[config.mk]
export PLATFORM = sky130hd
export DESIGN_NAME = alu_seq
export DESIGN_NICKNAME = d
export VERILOG_FILES = /design/src/rtl/alu_seq_pkg.sv /design/src/rtl/alu_seq_mul.sv /design/src/rtl/alu_seq.sv
export SDC_FILE = /design/constraint.sdc
export NUM_CORES = 1
export LEC_CHECK = 0
export CORE_ASPECT_RATIO = 1.5
export CORE_MARGIN = 8
export CORE_UTILIZATION = 58
export DETAILED_ROUTE_END_ITERATION = 16
export HOLD_SLACK_MARGIN = 0.06
export PLACE_DENSITY = 0.91
export SLEW_MARGIN = 20
export SYNTH_ARGS = -nofsm -noshare
export SYNTH_HDL_FRONTEND = slang
export SYNTH_SLANG_ARGS = --single-unit
[constraint.sdc]
create_clock -name clk -period 7.85 [get_ports clk]
set_clock_uncertainty 0.2 [all_clocks]
set_input_delay 1.9625 -clock clk [delete_from_list [all_inputs] [get_ports clk]]
set_output_delay 1.9625 -clock clk [all_outputs]
set_load 0.02 [all_outputs]
[src/rtl/alu_seq_pkg.sv]
// Shared opcode and FSM state encodings for the sequential ALU.
package alu_seq_pkg;

    typedef enum logic [2:0] {
        OP_ADD  = 3'b000,
        OP_SUB  = 3'b001,
        OP_AND  = 3'b010,
        OP_OR   = 3'b011,
        OP_XOR  = 3'b100,
        OP_MUL  = 3'b101,
        OP_SHL1 = 3'b110,
        OP_CMP  = 3'b111
    } op_e;

    typedef enum logic [1:0] {
        ST_IDLE = 2'd0,
        ST_MUL  = 2'd1,
        ST_HOLD = 2'd2
    } state_e;

endpackage

[src/rtl/alu_seq_mul.sv]
// Iterative shift-add unsigned multiplier: start loads operands, done pulses on the W-th iteration.
// product is the combinational value of that final iteration, so the caller registers it alongside done.
module alu_seq_mul #(
    parameter int W = 8
) (
    input  logic           clk,
    input  logic           rst_n,
    input  logic           start,
    input  logic [W-1:0]   a,
    input  logic [W-1:0]   b,
    output logic           done,
    output logic [2*W-1:0] product
);
    localparam int CW = $clog2(W);

    logic [2*W-1:0] mcand;
    logic [2*W-1:0] acc;
    logic [W-1:0]   mplier;
    logic [CW-1:0]  cnt;
    logic           running;

    assign product = acc + (mplier[0] ? mcand : '0);
    assign done    = running && (cnt == '0);

    always_ff @(posedge clk) begin
        if (!rst_n) begin
            running <= 1'b0;
            acc     <= '0;
            mcand   <= '0;
            mplier  <= '0;
            cnt     <= '0;
        end else if (start) begin
            running <= 1'b1;
            acc     <= '0;
            mcand   <= {{W{1'b0}}, a};
            mplier  <= b;
            cnt     <= CW'(W - 1);
        end else if (running) begin
            acc    <= product;
            mcand  <= mcand << 1;
            mplier <= mplier >> 1;
            if (cnt == '0) begin
                running <= 1'b0;
            end else begin
                cnt <= cnt - CW'(1);
            end
        end
    end

endmodule

[src/rtl/alu_seq.sv]
// Sequential ALU with valid/ready on both sides; result registered at the accept edge (MUL: W cycles later).
// in_ready drops while multiplying or while a held result is not being taken; one transaction in flight.
module alu_seq
    import alu_seq_pkg::*;
#(
    parameter int W = 8
) (
    input  logic           clk,
    input  logic           rst_n,
    input  logic           in_valid,
    output logic           in_ready,
    input  logic [2:0]     op,
    input  logic [W-1:0]   a,
    input  logic [W-1:0]   b,
    output logic           out_valid,
    input  logic           out_ready,
    output logic [2*W-1:0] result,
    output logic           flag_z,
    output logic           flag_c,
    output logic           busy
);
    localparam int RW = 2 * W;

    state_e         state, state_nxt;
    op_e            op_in;
    logic           accept;
    logic           mul_start;
    logic           mul_done;
    logic [RW-1:0]  mul_product;
    logic [RW-1:0]  alu_res;
    logic           alu_c;

    assign op_in     = op_e'(op);
    assign out_valid = (state == ST_HOLD);
    assign busy      = (state == ST_MUL);

    always_ff @(posedge clk) begin
        if (!rst_n) begin
            state <= ST_IDLE;
        end else begin
            state <= state_nxt;
        end
    end

    always_comb begin
        state_nxt = state;
        in_ready  = 1'b0;
        accept    = 1'b0;
        mul_start = 1'b0;
        case (state)
            ST_IDLE: in_ready = 1'b1;
            ST_MUL: begin
                if (mul_done) state_nxt = ST_HOLD;
            end
            ST_HOLD: begin
                in_ready = out_ready;
                if (out_ready) state_nxt = ST_IDLE;
            end
            default: state_nxt = ST_IDLE;
        endcase
        // A HOLD->new-request handoff overrides the drop to IDLE in the same cycle.
        accept = in_valid && in_ready;
        if (accept) begin
            mul_start = (op_in == OP_MUL);
            state_nxt = (op_in == OP_MUL) ? ST_MUL : ST_HOLD;
        end
    end

    always_comb begin
        alu_res = '0;
        alu_c   = 1'b0;
        case (op_in)
            OP_ADD: begin
                alu_res = {{W{1'b0}}, a} + {{W{1'b0}}, b};
                alu_c   = alu_res[W];
            end
            OP_SUB: begin
                alu_res = {{W{1'b0}}, a - b};
                alu_c   = (a < b);
            end
            OP_AND:  alu_res = {{W{1'b0}}, a & b};
            OP_OR:   alu_res = {{W{1'b0}}, a | b};
            OP_XOR:  alu_res = {{W{1'b0}}, a ^ b};
            OP_SHL1: begin
                alu_res = {{(W-1){1'b0}}, a, 1'b0};
                alu_c   = a[W-1];
            end
            OP_CMP: begin
                alu_res = {{(RW-1){1'b0}}, (a >= b)};
                alu_c   = (a == b);
            end
            default: alu_res = '0;
        endcase
    end

    always_ff @(posedge clk) begin
        if (!rst_n) begin
            result <= '0;
            flag_z <= 1'b0;
            flag_c <= 1'b0;
        end else if (accept && (op_in != OP_MUL)) begin
            result <= alu_res;
            flag_z <= (alu_res == '0);
            flag_c <= alu_c;
        end else if ((state == ST_MUL) && mul_done) begin
            result <= mul_product;
            flag_z <= (mul_product == '0);
            flag_c <= 1'b0;
        end
    end

    alu_seq_mul #(.W(W)) u_mul (
        .clk     (clk),
        .rst_n   (rst_n),
        .start   (mul_start),
        .a       (a),
        .b       (b),
        .done    (mul_done),
        .product (mul_product)
    );

endmodule

After elaboration in Yosys (flattened, before gate mapping)
Cells that the tools add are included.
{ "classes": {"addsub": 4, "mul": 0, "div": 0, "order_cmp": 2, "eq_ne": 15, "shift": 0, "n_mux": 26, "bitwise_logic": 4, "reduce_logical": 14} }
{ "op_table": {"columns": ["cell", "n"], "rows": [
  ["case mux 9 bit (7 select lines)", 1],
  ["2-to-1 mux 16 bit", 3],
  ["logical NOT 16 bit", 2],
  ["2-to-1 mux 8 bit", 4],
  ["adder 16 bit", 1],
  ["== test 3 bit, second input constant", 4],
  ["adder 8 x 8 -> 9 bit", 1],
  ["2-to-1 mux 3 bit", 3],
  ["AND 8 bit", 1],
  ["== test 8 bit", 1],
  ["greater-or-equal comparator 8 bit", 1],
  ["less-than comparator 8 bit", 1],
  ["2-to-1 mux 1 bit", 8],
  ["2-to-1 mux 2 bit", 4],
  ["bitwise OR 8 bit", 1],
  ["subtractor 8 bit", 1],
  ["XOR 8 bit", 1],
  ["== test 3 x 2 -> 1 bit, second input constant", 2],
  ["logical NOT 3 bit", 2],
  ["!= test 3 x 1 -> 1 bit, second input constant", 2],
  ["case mux 2 bit (3 select lines)", 1],
  ["logical AND 1 bit", 4],
  ["!= test 2 bit, second input constant", 2],
  ["case mux 1 bit (4 select lines)", 1],
  ["12 further kinds", 13]
]} }
{ "word_totals": {"register_bits": 64, "latch_bits": 0, "ram_bits": 0, "romBits": 0, "input_bits": 23, "out_inout_bits": 21, "n_memories": 0} }

Longest topological paths before layout
{ "logic_depth": {"depth_word": 6, "mapped_depth": 12, "depth_no_buf": 12} }

Modules after synthesis
From an unflattened synthesis, not the netlist that was laid out.
{ "unflattened": {"hier_cells": 631, "area_unflattened_um2": 5111.2} }
{ "by_module_without_submodules": {"columns": ["mod", "instances", "cells_each", "area_per_inst_um2"], "rows": [
  ["alu_seq_mul", 1, 323, 2815.2],
  ["alu_seq", 1, 308, 2296.0]
]} }

Worst setup path after synthesis
OpenSTA, ideal clock, no wires.
{ "synth_path": {"kind": "input-to-output", "start": "in out_ready", "end": "out in_ready", "t_arrival_ps": 2375, "t_required_ps": 5688, "path_slack_ps": 3313, "path_stages": 2, "n_path_buf": 0, "cell_sequence": "inv_1 > a21oi_1"} }
{ "synth_via": {"elab_chain_cells": 1} }
{ "synth_rtl": {"columns": ["element", "line_no", "text"], "rows": [
  ["start: declaration", "alu_seq.sv:16", "input logic out_ready,"],
  ["case mux 1 bit (2 select lines)", "alu_seq.sv:50", "case (state)"],
  ["end: declaration", "alu_seq.sv:11", "output logic in_ready,"]
]} }
Every way passes these cells.

Worst setup path in the final report
Ends and elaborated chain as after synthesis.

==> results.cfg <==
[outcome]
status = completed

[grt]
grt_first_pass_wirelength_mm = 22.2
grt_max_degree = 46
use_met2 = 0.429
grt.met1_usage = 0.243
antenna_found_initial = 0
grt_usage = 0.236
grt.busiest_layer = met2
grt_pass1_vias = 4501
met3_usage = 0.0363
overflow = 0

[sta]
final-hold-violation-count = 0
finalMaxSlewViolations = 0
fin_crit_ns = 5.39
hold_ws_ns = 0.279
worst_pin_slew_ns = 0.938
setup_viol = 0
setup_ws_ns = 2.46
setup_tns_ns = 0
clock.fmax_ghz = 0.185
rsz0062_at_grt = no
max_slew_margin = 0.372
timing.final.crit_share = 0.687

[clock_tree]
cts_hold_buffers = 0
htreeDepth = 3
clk_latency_ns = 0.33
numCtsBuffers = 9
cts_tree = yes
clockRootBuffer = clkbuf_16
numClockSinks = 64
clk_pin_slew_ns = 0.05
post_cts_buffers = 0
clock_path_buffers = 2
ctsResizeCount = 0

[synth]
yosysTopAreaCellShare = 0.264
synth-seq-cells = 64
synth_edf_count = 0
syn-num-nets = 659
ys_top_cells_by_area = dfxtp_1, ha_1, mux2i_1
netlist-cell-type-count = 73
avgSynthCellArea_um2 = 8.21
synth_top_area_cell = dfxtp_1
ys.flop_type = dfxtp_1
syn_inst = 591
yosysSeqAreaShare = 0.264
ys_async_sr_fraction = 0
yosys_warnings = 0
synth_area_um2 = 4850

[worst_setup_path]
r2r-start = u_mul.running
crit_arrival_ns = 3.23
r2r_cells = 9
cp-end-kind = output pin
cp-startpoint = out_ready
worstPathMaxFanout = 3
r2r_slack_ns = 3.88
r2r-end = flag_z
setup.worst_path.end = in_ready
worstSetupStartpointType = input pin
path_class = input pin to output pin
cp.required_ns = 5.69

[placement]
place_area_um2 = 5310
io_buffers = 43
dp_hpwl_mm = 9.88
pre_cts_ws_ns = 2.30
gp_congestion = 0.897

[route]
drt_wl_total_mm = 13.4
dr.pass1.iters = 5
drt_iter0_drc = 247
vias_per_cell = 6.24
drc = 0
num_vias = 4512
ant_nets = 0
wl_per_cell_um = 18.5

[floorplan]
dieHeight_um = 128
pin_count = 44
core_um2 = 8260
rows = 41
initial_core_util = 0.588
fp.dieArea_um2 = 11600
die_x_um = 90.7

[cells_and_area]
final_layout_size_suffix_gt1_frac = 0.0552
fillers = 683
finalNetCount = 681
syn2layout_area_growth_pct = 14.7
insertedDiodeCount = 0
final_area_um2 = 5570

[min_path]
hp-class = flip-flop to flip-flop
min-delay-start = result[13]

[pwr]
ir_drop_v = 0.000106
cellLeakagePower_nw = 2.36
p_per_area_nw_per_um2 = 152

[flow_run]
cap_viol_max_count = 0
## worst min path at each step
stage	end	slack (ns)	depth (start not counted)
floorplan	u_mul.mcand[15]	0.26	2
detailed placement	result[1]	0.27	2
global placement	result[14]	0.27	2
CTS	result[13]	0.28	2
finish	result[13]	0.28	2
global route	u_mul.acc[11]	0.31	2
## cells in the mapped netlist (all sizes together) (3+ instances only)
library cell / number
dfxtp: 64
nand2: 57
nor2: 54
ha: 42
mux2i: 39
inv: 34
clkbuf: 31
a21oi: 24
and2: 23
o21ai: 19
a21boi: 15
o211a: 15
nand3: 13
nor2b: 12
xnor2: 12
a211oi: 9
nor3: 8
a21o: 7
a221oi: 7
a22oi: 7
nand2b: 7
buf: 5
o211ai: 5
a31oi: 4
nor3b: 4
nor4: 4
or2: 4
or3b: 4
xor2: 4
a2111oi: 3
fa: 3
nand3b: 3
nor4b: 3
o2111ai: 3
o21a: 3
o21bai: 3
or3: 3
## cell type report
type	count	area, um2	share of cell area
clock inverters	1	5.00	0.000899
well taps	107	134	0.0240
repair buffers	47	460	0.0827
multi-input cells	457	3310	0.594
clock buffers	13	250	0.0449
inverters	34	128	0.0229
flip-flops and latches	64	1280	0.230
## state kept, by name, indices dropped and copies added (netlist names)
signal,count
result,16
u_mul.acc,16
u_mul.mcand,16
u_mul.mplier,8
u_mul.cnt,3
state,2
flag_c,1
flag_z,1
u_mul.running,1
## power by group
part           switching, W  total, W  internal (W)
Sequential       0.00000675  0.000341      0.000334
Combinational     0.0000907  0.000155     0.0000642
Clock              0.000133  0.000351      0.000218
## critical path, stage by stage
cell and delay [ns]:
clkdlybuf4s50_1 0.45, inv_1 0.06, a21oi_1 0.14, clkdlybuf4s50_1 0.62
## metal layers
metal  routed length (um)  share of wire
met5                    0              0
met4                  746          0.056
met3                  593          0.044
met2                 6960           0.52
met1                 5090           0.38
## cell usage in the layout (no fill, tap or decap), drive strengths merged, types with 12 or more instances in the layout
cell type,n
mux2i,39
ha,42
dfxtp,64
o21ai,19
o211a,15
nor2b,12
clkdlybuf4s50,43
nand3,13
a21boi,15
a21oi,24
and2,23
nor2,54
xnor2,12
clkbuf,13
inv,34
nand2,57
## kinds of logic (layout without fill, tap and decap cells)
logic type | Yosys count | count (layout) | share of synthesized area
AO/OA/AOI/OAI | 147 | 147 | 0.230
buffers and inverters | 70 | 95 | 0.0546
AND/OR/NAND/NOR | 209 | 209 | 0.219
XOR/XNOR | 16 | 16 | 0.0289
adder cells (fa/ha/maj) | 45 | 45 | 0.121
multiplexers | 40 | 40 | 0.0827
flip-flops | 64 | 64 | 0.264
## per-stage QoR
| stage | power, W | utilization | cells |
|---|---|---|---|
| floorplan | 0.000445 | - | 591 |
| global placement | 0.000495 | 0.643 | 709 |
| detailed placement | 0.000498 | 0.643 | 709 |
| CTS | 0.000845 | 0.674 | 723 |
| global route | 0.000879 | 0.674 | 723 |
| finish | 0.000846 | 0.674 | 723 |
No activity file was read; power rests on OpenSTA's default activity.
